===== src/rtl/mem_access_ctrl_if.sv =====
// Data-memory request/response bus between the MEM-stage access controller
// and the data memory.
//   master : controller side - drives the request, receives rdata/resp
//   slave  : memory side     - receives the request, drives rdata/resp
interface mem_access_ctrl_if;
  logic        dmem_read;
  logic        dmem_write;
  logic [15:0] dmem_address;
  logic [15:0] dmem_wdata;
  logic [1:0]  dmem_byte_enable;
  logic [15:0] dmem_rdata;
  logic        dmem_resp;

  modport master (
    output dmem_read,
    output dmem_write,
    output dmem_address,
    output dmem_wdata,
    output dmem_byte_enable,
    input  dmem_rdata,
    input  dmem_resp
  );

  modport slave (
    input  dmem_read,
    input  dmem_write,
    input  dmem_address,
    input  dmem_wdata,
    input  dmem_byte_enable,
    output dmem_rdata,
    output dmem_resp
  );
endinterface


===== src/rtl/mem_access_ctrl.sv =====
// MEM-stage access controller: turns a load/store/indirect/trap instruction
// held in EX/MEM into one or two data-memory transactions, stalls the
// pipeline while they are outstanding and pulses the MEM/WB load when done.
// Ports:
//   clk, reset      : clock, asynchronous active-high reset
//   valid_i         : EX/MEM holds a real instruction
//   opcode_i        : instruction opcode
//   alu_out_i       : effective address
//   store_data_i    : store source data
//   mem             : data-memory bus (master side)
//   marmux_out_o    : final access address to MEM/WB mar
//   mdrmux_out_o    : loaded/stored data to MEM/WB mdr
//   stall_o         : freeze IF/ID/EX/MEM
//   mem_wb_load_o   : MEM/WB load enable
module mem_access_ctrl (
  input  logic                 clk,
  input  logic                 reset,
  input  logic                 valid_i,
  input  logic [3:0]           opcode_i,
  input  logic [15:0]          alu_out_i,
  input  logic [15:0]          store_data_i,
  mem_access_ctrl_if.master    mem,
  output logic [15:0]          marmux_out_o,
  output logic [15:0]          mdrmux_out_o,
  output logic                 stall_o,
  output logic                 mem_wb_load_o
);

  localparam int unsigned W = 16;

  localparam logic [3:0] OP_LDB  = 4'b0010;
  localparam logic [3:0] OP_STB  = 4'b0011;
  localparam logic [3:0] OP_LDW  = 4'b0110;
  localparam logic [3:0] OP_STW  = 4'b0111;
  localparam logic [3:0] OP_LDI  = 4'b1010;
  localparam logic [3:0] OP_STI  = 4'b1011;
  localparam logic [3:0] OP_TRAP = 4'b1111;

  typedef enum logic [1:0] {IDLE, ACC1, ACC2, DONE} state_t;

  state_t         state_q;
  logic [3:0]     op_q;
  logic           addr_lsb_q;
  logic [W-1:0]   sdata_q;
  logic [W-1:0]   final_addr_q;
  logic [W-1:0]   result_q;
  logic           rd_q;
  logic           wr_q;
  logic [W-1:0]   addr_out_q;
  logic [W-1:0]   wdata_q;
  logic [1:0]     be_q;

  logic           is_mem_d;
  logic           is_dstore_d;
  logic           is_stb_d;
  logic [7:0]     ld_byte_d;
  logic [W-1:0]   acc1_result_d;

  // Instruction decode on the live EX/MEM inputs (only used in IDLE).
  always_comb begin
    is_mem_d    = valid_i && (opcode_i inside {OP_LDB, OP_STB, OP_LDW, OP_STW,
                                               OP_LDI, OP_STI, OP_TRAP});
    is_stb_d    = (opcode_i == OP_STB);
    is_dstore_d = is_stb_d || (opcode_i == OP_STW);
  end

  // Result of the first access for non-indirect ops: stores report the
  // data actually written, byte loads pick the addressed lane and sign-extend.
  always_comb begin
    ld_byte_d = addr_lsb_q ? mem.dmem_rdata[15:8] : mem.dmem_rdata[7:0];
    case (op_q)
      OP_LDB:         acc1_result_d = {{8{ld_byte_d[7]}}, ld_byte_d};
      OP_STB, OP_STW: acc1_result_d = wdata_q;
      default:        acc1_result_d = mem.dmem_rdata;
    endcase
  end

  // Access FSM; the memory request is held in registers so it stays stable
  // across wait cycles and drops asynchronously on reset.
  always_ff @(posedge clk or posedge reset) begin
    if (reset) begin
      state_q      <= IDLE;
      op_q         <= '0;
      addr_lsb_q   <= 1'b0;
      sdata_q      <= '0;
      final_addr_q <= '0;
      result_q     <= '0;
      rd_q         <= 1'b0;
      wr_q         <= 1'b0;
      addr_out_q   <= '0;
      wdata_q      <= '0;
      be_q         <= '0;
    end else begin
      case (state_q)
        IDLE: begin
          if (is_mem_d) begin
            op_q         <= opcode_i;
            addr_lsb_q   <= alu_out_i[0];
            sdata_q      <= store_data_i;
            final_addr_q <= alu_out_i;
            rd_q         <= !is_dstore_d;
            wr_q         <= is_dstore_d;
            addr_out_q   <= {alu_out_i[W-1:1], 1'b0};
            if (is_stb_d) begin
              wdata_q <= {store_data_i[7:0], store_data_i[7:0]};
              be_q    <= alu_out_i[0] ? 2'b10 : 2'b01;
            end else begin
              wdata_q <= is_dstore_d ? store_data_i : W'(0);
              be_q    <= 2'b11;
            end
            state_q <= ACC1;
          end
        end
        ACC1: begin
          if (mem.dmem_resp) begin
            if (op_q == OP_LDI || op_q == OP_STI) begin
              // Read data is the pointer; reissue as a word access there.
              final_addr_q <= mem.dmem_rdata;
              addr_out_q   <= {mem.dmem_rdata[W-1:1], 1'b0};
              rd_q         <= (op_q == OP_LDI);
              wr_q         <= (op_q == OP_STI);
              wdata_q      <= (op_q == OP_STI) ? sdata_q : W'(0);
              be_q         <= 2'b11;
              state_q      <= ACC2;
            end else begin
              result_q   <= acc1_result_d;
              rd_q       <= 1'b0;
              wr_q       <= 1'b0;
              addr_out_q <= '0;
              wdata_q    <= '0;
              be_q       <= '0;
              state_q    <= DONE;
            end
          end
        end
        ACC2: begin
          if (mem.dmem_resp) begin
            result_q   <= (op_q == OP_LDI) ? mem.dmem_rdata : sdata_q;
            rd_q       <= 1'b0;
            wr_q       <= 1'b0;
            addr_out_q <= '0;
            wdata_q    <= '0;
            be_q       <= '0;
            state_q    <= DONE;
          end
        end
        DONE:    state_q <= IDLE;
        default: state_q <= IDLE;
      endcase
    end
  end

  assign mem.dmem_read        = rd_q;
  assign mem.dmem_write       = wr_q;
  assign mem.dmem_address     = addr_out_q;
  assign mem.dmem_wdata       = wdata_q;
  assign mem.dmem_byte_enable = be_q;

  // Pipeline control and MEM/WB muxes; IDLE decides in the same cycle so
  // non-memory ops flow through without a bubble. Everything reads 0 in reset.
  always_comb begin
    stall_o       = 1'b0;
    mem_wb_load_o = 1'b0;
    marmux_out_o  = '0;
    mdrmux_out_o  = '0;
    if (!reset) begin
      case (state_q)
        IDLE: begin
          stall_o       = is_mem_d;
          mem_wb_load_o = !is_mem_d;
          marmux_out_o  = alu_out_i;
          mdrmux_out_o  = store_data_i;
        end
        ACC1, ACC2: begin
          stall_o      = 1'b1;
          marmux_out_o = final_addr_q;
          mdrmux_out_o = result_q;
        end
        DONE: begin
          mem_wb_load_o = 1'b1;
          marmux_out_o  = final_addr_q;
          mdrmux_out_o  = result_q;
        end
        default: ;
      endcase
    end
  end

endmodule

===== src/flat_wrapper.sv =====
// flat-port wrapper written by rule: the top's interface ports become plain ports
module mem_access_ctrl_flat 
  (clk, reset, valid_i, opcode_i, alu_out_i, store_data_i, marmux_out_o, mdrmux_out_o, stall_o, mem_wb_load_o, mem_dmem_read, mem_dmem_write, mem_dmem_address, mem_dmem_wdata, mem_dmem_byte_enable, mem_dmem_rdata, mem_dmem_resp);
  mem_access_ctrl_if mem_i ();
  input  logic clk;
  input  logic reset;
  input  logic valid_i;
  input  logic [3:0] opcode_i;
  input  logic [15:0] alu_out_i;
  input  logic [15:0] store_data_i;
  output logic [15:0] marmux_out_o;
  output logic [15:0] mdrmux_out_o;
  output logic stall_o;
  output logic mem_wb_load_o;
  output wire logic [$bits(mem_i.dmem_read)-1:0] mem_dmem_read;
  output wire logic [$bits(mem_i.dmem_write)-1:0] mem_dmem_write;
  output wire logic [$bits(mem_i.dmem_address)-1:0] mem_dmem_address;
  output wire logic [$bits(mem_i.dmem_wdata)-1:0] mem_dmem_wdata;
  output wire logic [$bits(mem_i.dmem_byte_enable)-1:0] mem_dmem_byte_enable;
  input wire logic [$bits(mem_i.dmem_rdata)-1:0] mem_dmem_rdata;
  input wire logic [$bits(mem_i.dmem_resp)-1:0] mem_dmem_resp;
  assign mem_dmem_read = mem_i.dmem_read;
  assign mem_dmem_write = mem_i.dmem_write;
  assign mem_dmem_address = mem_i.dmem_address;
  assign mem_dmem_wdata = mem_i.dmem_wdata;
  assign mem_dmem_byte_enable = mem_i.dmem_byte_enable;
  assign mem_i.dmem_rdata = mem_dmem_rdata;
  assign mem_i.dmem_resp = mem_dmem_resp;
  mem_access_ctrl u_core (.clk(clk), .reset(reset), .valid_i(valid_i), .opcode_i(opcode_i), .alu_out_i(alu_out_i), .store_data_i(store_data_i), .mem(mem_i), .marmux_out_o(marmux_out_o), .mdrmux_out_o(mdrmux_out_o), .stall_o(stall_o), .mem_wb_load_o(mem_wb_load_o));
endmodule

===== config.mk =====
export PLATFORM = sky130hd
export DESIGN_NAME = mem_access_ctrl_flat
export DESIGN_NICKNAME = d
export VERILOG_FILES = /design/src/rtl/mem_access_ctrl_if.sv /design/src/rtl/mem_access_ctrl.sv /design/src/flat_wrapper.sv
export SDC_FILE = /design/constraint.sdc
export NUM_CORES = 1
export LEC_CHECK = 0
export BUFFER_PORTS_ARGS = -buffer_cell sky130_fd_sc_hd__buf_2
export CAP_MARGIN = 5
export CORE_ASPECT_RATIO = 1.4
export CORE_UTILIZATION = 50
export DETAILED_ROUTE_END_ITERATION = 10
export PLACE_DENSITY = 0.73
export REMOVE_ABC_BUFFERS = 1
export SYNTH_ARGS = -nofsm -noshare
export SYNTH_HDL_FRONTEND = slang
export SYNTH_SLANG_ARGS = --single-unit

===== constraint.sdc =====
create_clock -name clk -period 3.5 [get_ports clk]
set_clock_uncertainty 0.05 [all_clocks]
set_input_delay 0.35 -clock clk [delete_from_list [all_inputs] [get_ports clk]]
set_output_delay 0.35 -clock clk [all_outputs]
set_load 0.005 [all_outputs]

---- Word level (Yosys, flattened, before mapping) ----
Cells that the tools add are included.
operators by class
  add/subtract/negate cells ............... 0
  multipliers ............................. 0
  div/mod/pow operators ................... 0
  magnitude comparators ................... 0
  equality and inequality tests ........... 20
  shifts and indexed selects .............. 0
  multiplexer cells ....................... 52
  bitwise operators ....................... 0
  reductions and logical operators ........ 18
operators with widths
  cell                  number
  $mux W16              19
  $pmux W16 S2          5
  $pmux W16 S3          2
  $eq A4 B4 Y1 const B  5
  $mux W2               9
  $eq A4 B2 Y1 const B  4
  $eq A4 B3 Y1 const B  3
  $reduce_and A4 Y1     3
  $mux W1               10
  $mux W8               1
  $pmux W2 S4           1
  $reduce_bool A7 Y1    1
  $ne A2 B2 Y1 const B  3
  $pmux W1 S3           2
  $pmux W2 S3           1
  $eq A2 B2 Y1 const B  2
  $ne A2 B1 Y1 const B  2
  $pmux W1 S2           2
  $reduce_bool A2 Y1    2
  $reduce_or A2 Y1      2
  $reduce_and A3 Y1     1
  $reduce_bool A3 Y1    1
  $reduce_or A3 Y1      1
  $eq A2 B1 Y1 const B  1
  5 further kinds       7
storage, ports and cells
  bits in registers ....................... 91
  latch bits .............................. 0
  RAM bits ................................ 0
  memory bits (read-only) ................. 0
  logic and storage cells ................. 101
  memories kept ........................... 0

---- Logic depth before layout (Yosys ltp) ----
  depth after elaboration ................. 6
  depth in mapped cells ................... 9

---- Worst setup path after synthesis ----
Ideal clock, no wire load.
  path type ............................... reg2out
  from .................................... register u_core.state_q[0]
  to ...................................... output stall_o
  data arrival time ....................... 1.865 ns
  required time ........................... 3.100 ns
  setup slack ............................. 1.235 ns
  cell stages (with the launch flop) ...... 9
  path through ............................ dfrtp_1 inv_1 ha_1 buf_2 inv_1 or3_1 clkbuf_1 buf_1 a211oi_1
between the ends
  cells in the longest elaborated chain, start to end .. 4
RTL lines
  item                                                 line                    RTL
  start, declared                                      mem_access_ctrl.sv:41   state_t state_q;
  start signal, assigned                               mem_access_ctrl.sv:82   state_q <= IDLE;
  start signal, assigned                               mem_access_ctrl.sv:111  state_q <= ACC1;
  start signal, assigned                               mem_access_ctrl.sv:124  state_q <= ACC2;
  $eq A2 B1 Y1 / $eq A2 B2 Y1 (equally long branches)  mem_access_ctrl.sv:167  case (state_q)
  $reduce_or A2 Y1                                     --
  $pmux W1 S2 (*)                                      mem_access_ctrl.sv:167
  $mux W1 (*)                                          mem_access_ctrl.sv:166  if (!reset) begin
  end, declared                                        flat_wrapper.sv:13      output logic stall_o;
Every way passes the cells marked *; elsewhere a longest branch is shown, timed or not.

---- Worst setup path in the final report ----
Ends and elaborated chain as after synthesis.

==> impl_metrics.env <==
export IMPL_synth_edf_count=0
export IMPL_fmax_ghz=0.330
export IMPL_status="complete, no violations"
export IMPL_antenna_found_initial=0
export IMPL_postCtsSetupBuffers=0
export IMPL_clk_pin_slew_worst_paths_ps=60
export IMPL_portBuffers=124
export IMPL_tritoncts="yes"
export IMPL_nNetsFinal=673
export IMPL_end_kind="output port"
export IMPL_rows=43
export IMPL_place_congestion=0.898
export IMPL_max_slew_margin_rel=0.309
export IMPL_synthFlopType="dfrtp_1"
export IMPL_wl_per_cell_um=19.5
export IMPL_cts_sinks=90
export IMPL_core_area_um2=10100
export IMPL_postCtsHoldBufs=0
export IMPL_drv_cap=0
export IMPL_grt_max_degree=47
export IMPL_min_path_type="in2reg"
export IMPL_place_area_um2=5960
export IMPL_yosys_register_bits=90
export IMPL_firstDrtPassIters=5
export IMPL_synthDistinctLibCells=41
export IMPL_drc=0
export IMPL_synth_top_cell_by_area="dfrtp_1"
export IMPL_grt_usage=0.285
export IMPL_crit_arrival_ps=2630
export IMPL_antenna_cells=0
export IMPL_cp_max_fo=34
export IMPL_fin_util=0.624
export IMPL_critPathRequiredTime_ps=3100
export IMPL_drive_above_1_share=0.357
export IMPL_vias_per_cell=5.88
export IMPL_cts_max_level=3
export IMPL_worst_pin_slew_ps=1040
export IMPL_io_pins=126
export IMPL_synth_top_area_frac=0.428
export IMPL_hpwl_mm=9.96
export IMPL_routed_wl_mm=14.7
export IMPL_first_iter_violations=290
export IMPL_fin_crit_ps=3030
export IMPL_yosys_top_cells_count="dfrtp_1, mux2i_1, nor2_1, nand2_1, mux2_2"
export IMPL_grt_pass1_vias=4367
export IMPL_grt_pass1_wl_mm=23.0
export IMPL_cts_buffers=9
export IMPL_syn_instance_count=507
export IMPL_syn_area_per_cell_um2=10.4
export IMPL_drv_slew=0
export IMPL_dieHeight_um=123
export IMPL_overflow=0
export IMPL_startpoint_type="flop"
export IMPL_area_growth_pct=19.3
export IMPL_finalSetupViolCount=0
export IMPL_hold_violations=0
export IMPL_clockRootBuffer="clkbuf_16"
export IMPL_antenna_left=0
export IMPL_num_vias=4418
export IMPL_finalCritPeriodShare=0.865
export IMPL_insertion_delay_ps=350
export IMPL_yosysSeqAreaShare=0.428
export IMPL_timing_hold_ws_ps=212
export IMPL_p_leak_nw=3.02
export IMPL_fillers=829
export IMPL_finalInstanceArea_um2=6280
export IMPL_rsz0062_at_grt="false"
export IMPL_cts_max_path_buffers=2
export IMPL_yosysMostFrequentCell="dfrtp_1"
export IMPL_vdd_ir_drop_max_v=0.000534
export IMPL_syn_cell_area_um2=5260
export IMPL_pwr_density_cell_nw_per_um2=925
export IMPL_p_total_mw=5.81
export IMPL_die_area_um2=10900
export IMPL_fp_dieW_um=88.7
export IMPL_setup_tns_ps=0
export IMPL_yosysWarnings=0
export IMPL_synth_area_top_cells="dfrtp_1, mux2i_1, mux2_2, mux2_4, nor2_1"
export IMPL_synthArstFlopShare=1.00
export IMPL_initial_core_util=0.523
export IMPL_worst_setup_path_type="reg2out"
export IMPL_cts_resized=0
-- flip-flops by register name (all words and copies together) (netlist names), 2 cells and up --
| signal | cells |
|---|---|
| u_core.mem.dmem_address | 15 |
| u_core.op_q | 4 |
| u_core.result_q | 16 |
| u_core.mem.dmem_wdata | 16 |
| u_core.mem.dmem_byte_enable | 2 |
| u_core.state_q | 2 |
| u_core.sdata_q | 16 |
| u_core.final_addr_q | 16 |
-- per-stage QoR --
stage / instances / setup slack (ps)
5_1_grt: 752 / 316
4_1_cts: 752 / 479
3_3_place_gp: 736 / 662
6_report: 752 / 472
2_1_floorplan: 465 / -291
3_5_place_dp: 736 / 563
-- power breakdown --
part | total, mW | internal, mW | switching [mW]
clock network | 1.05 | 0.643 | 0.410
logic | 2.94 | 1.41 | 1.53
registers | 1.81 | 1.49 | 0.319
-- metal layers --
layer / GRT usage / vias to the layer above / part of all wire
li1: - / 2055 / -
met1: 0.362 / 2157 / 0.41
met2: 0.475 / 172 / 0.51
met3: 0.0421 / 34 / 0.059
met4: 0.131 / 0 / 0.025
met5: 0 / - / 0
-- critical path: stages (launching register included) --
cell and delay, ps:
dfrtp_1 450, inv_1 120, ha_2 190, buf_4 520, inv_1 190, or3_1 420
a211oi_1 240, buf_2 150
-- cell usage in the layout, fill, tap and decap left out, types with 2 or more instances in the layout --
cell type | netlist | final
buf_4 | 2 | 11
mux2_4 | 21 | 21
nor2b_1 | 4 | 3
ha_1 | 5 | 4
clkbuf_16 | 0 | 9
nand4b_1 | 2 | 2
nand2_1 | 44 | 44
o221ai_1 | 9 | 9
o22ai_1 | 16 | 16
mux2i_1 | 58 | 58
a21oi_1 | 8 | 8
inv_1 | 21 | 20
o21ai_0 | 27 | 27
buf_2 | 6 | 124
bufinv_16 | 0 | 2
nor2_1 | 47 | 47
and3b_1 | 2 | 2
dfrtp_1 | 90 | 90
nor3_1 | 2 | 2
mux2_2 | 42 | 42
a221oi_1 | 16 | 16
o2bb2ai_1 | 8 | 8
nand3b_1 | 2 | 2
clkinv_2 | 0 | 3
o31ai_1 | 9 | 9
a22oi_1 | 16 | 16
-- final timing paths --
kind                                                           end  slack, ps                            start  cells past startpoint
max                                                        stall_o        470    u_core.state_q[0]$_DFFE_PP0P_                      7
min                                  u_core.sdata_q[8]$_DFFE_PP0P_        210                  store_data_i[8]                      2
max reg2reg                u_core.mem.dmem_address[12]$_DFFE_PP0P_        540    u_core.state_q[0]$_DFFE_PP0P_                      6
min reg2reg                        u_core.result_q[10]$_DFFE_PP0P_        450  u_core.result_q[10]$_DFFE_PP0P_                      2
max in group asynchronous         u_core.mem.dmem_read$_DFFE_PP0P_       2210                            reset                      3
min in group asynchronous           u_core.sdata_q[15]$_DFFE_PP0P_        480                            reset                      2
-- cells by family after synthesis --
| family | share of synthesized area |
|---|---|
| flip-flops | 0.428 |
| AND/OR/NAND/NOR | 0.0963 |
| multiplexers | 0.260 |
| buffers and inverters | 0.0535 |
| adder cells (fa/ha/maj) | 0.0119 |
| other | 0.000713 |
| AO/OA/AOI/OAI | 0.150 |
-- layout make-up --
type | count | area [µm²] | share of cell area
Clock inverter | 5 | 77.6 | 0.0124
Inverter | 21 | 80.1 | 0.0128
Clock buffer | 11 | 243 | 0.0387
Sequential cell | 90 | 2250 | 0.359
Tap cell | 135 | 169 | 0.0269
Multi-Input combinational cell | 354 | 2740 | 0.436
Timing Repair Buffer | 136 | 723 | 0.115
No activity file was read; power rests on OpenSTA's default activity.
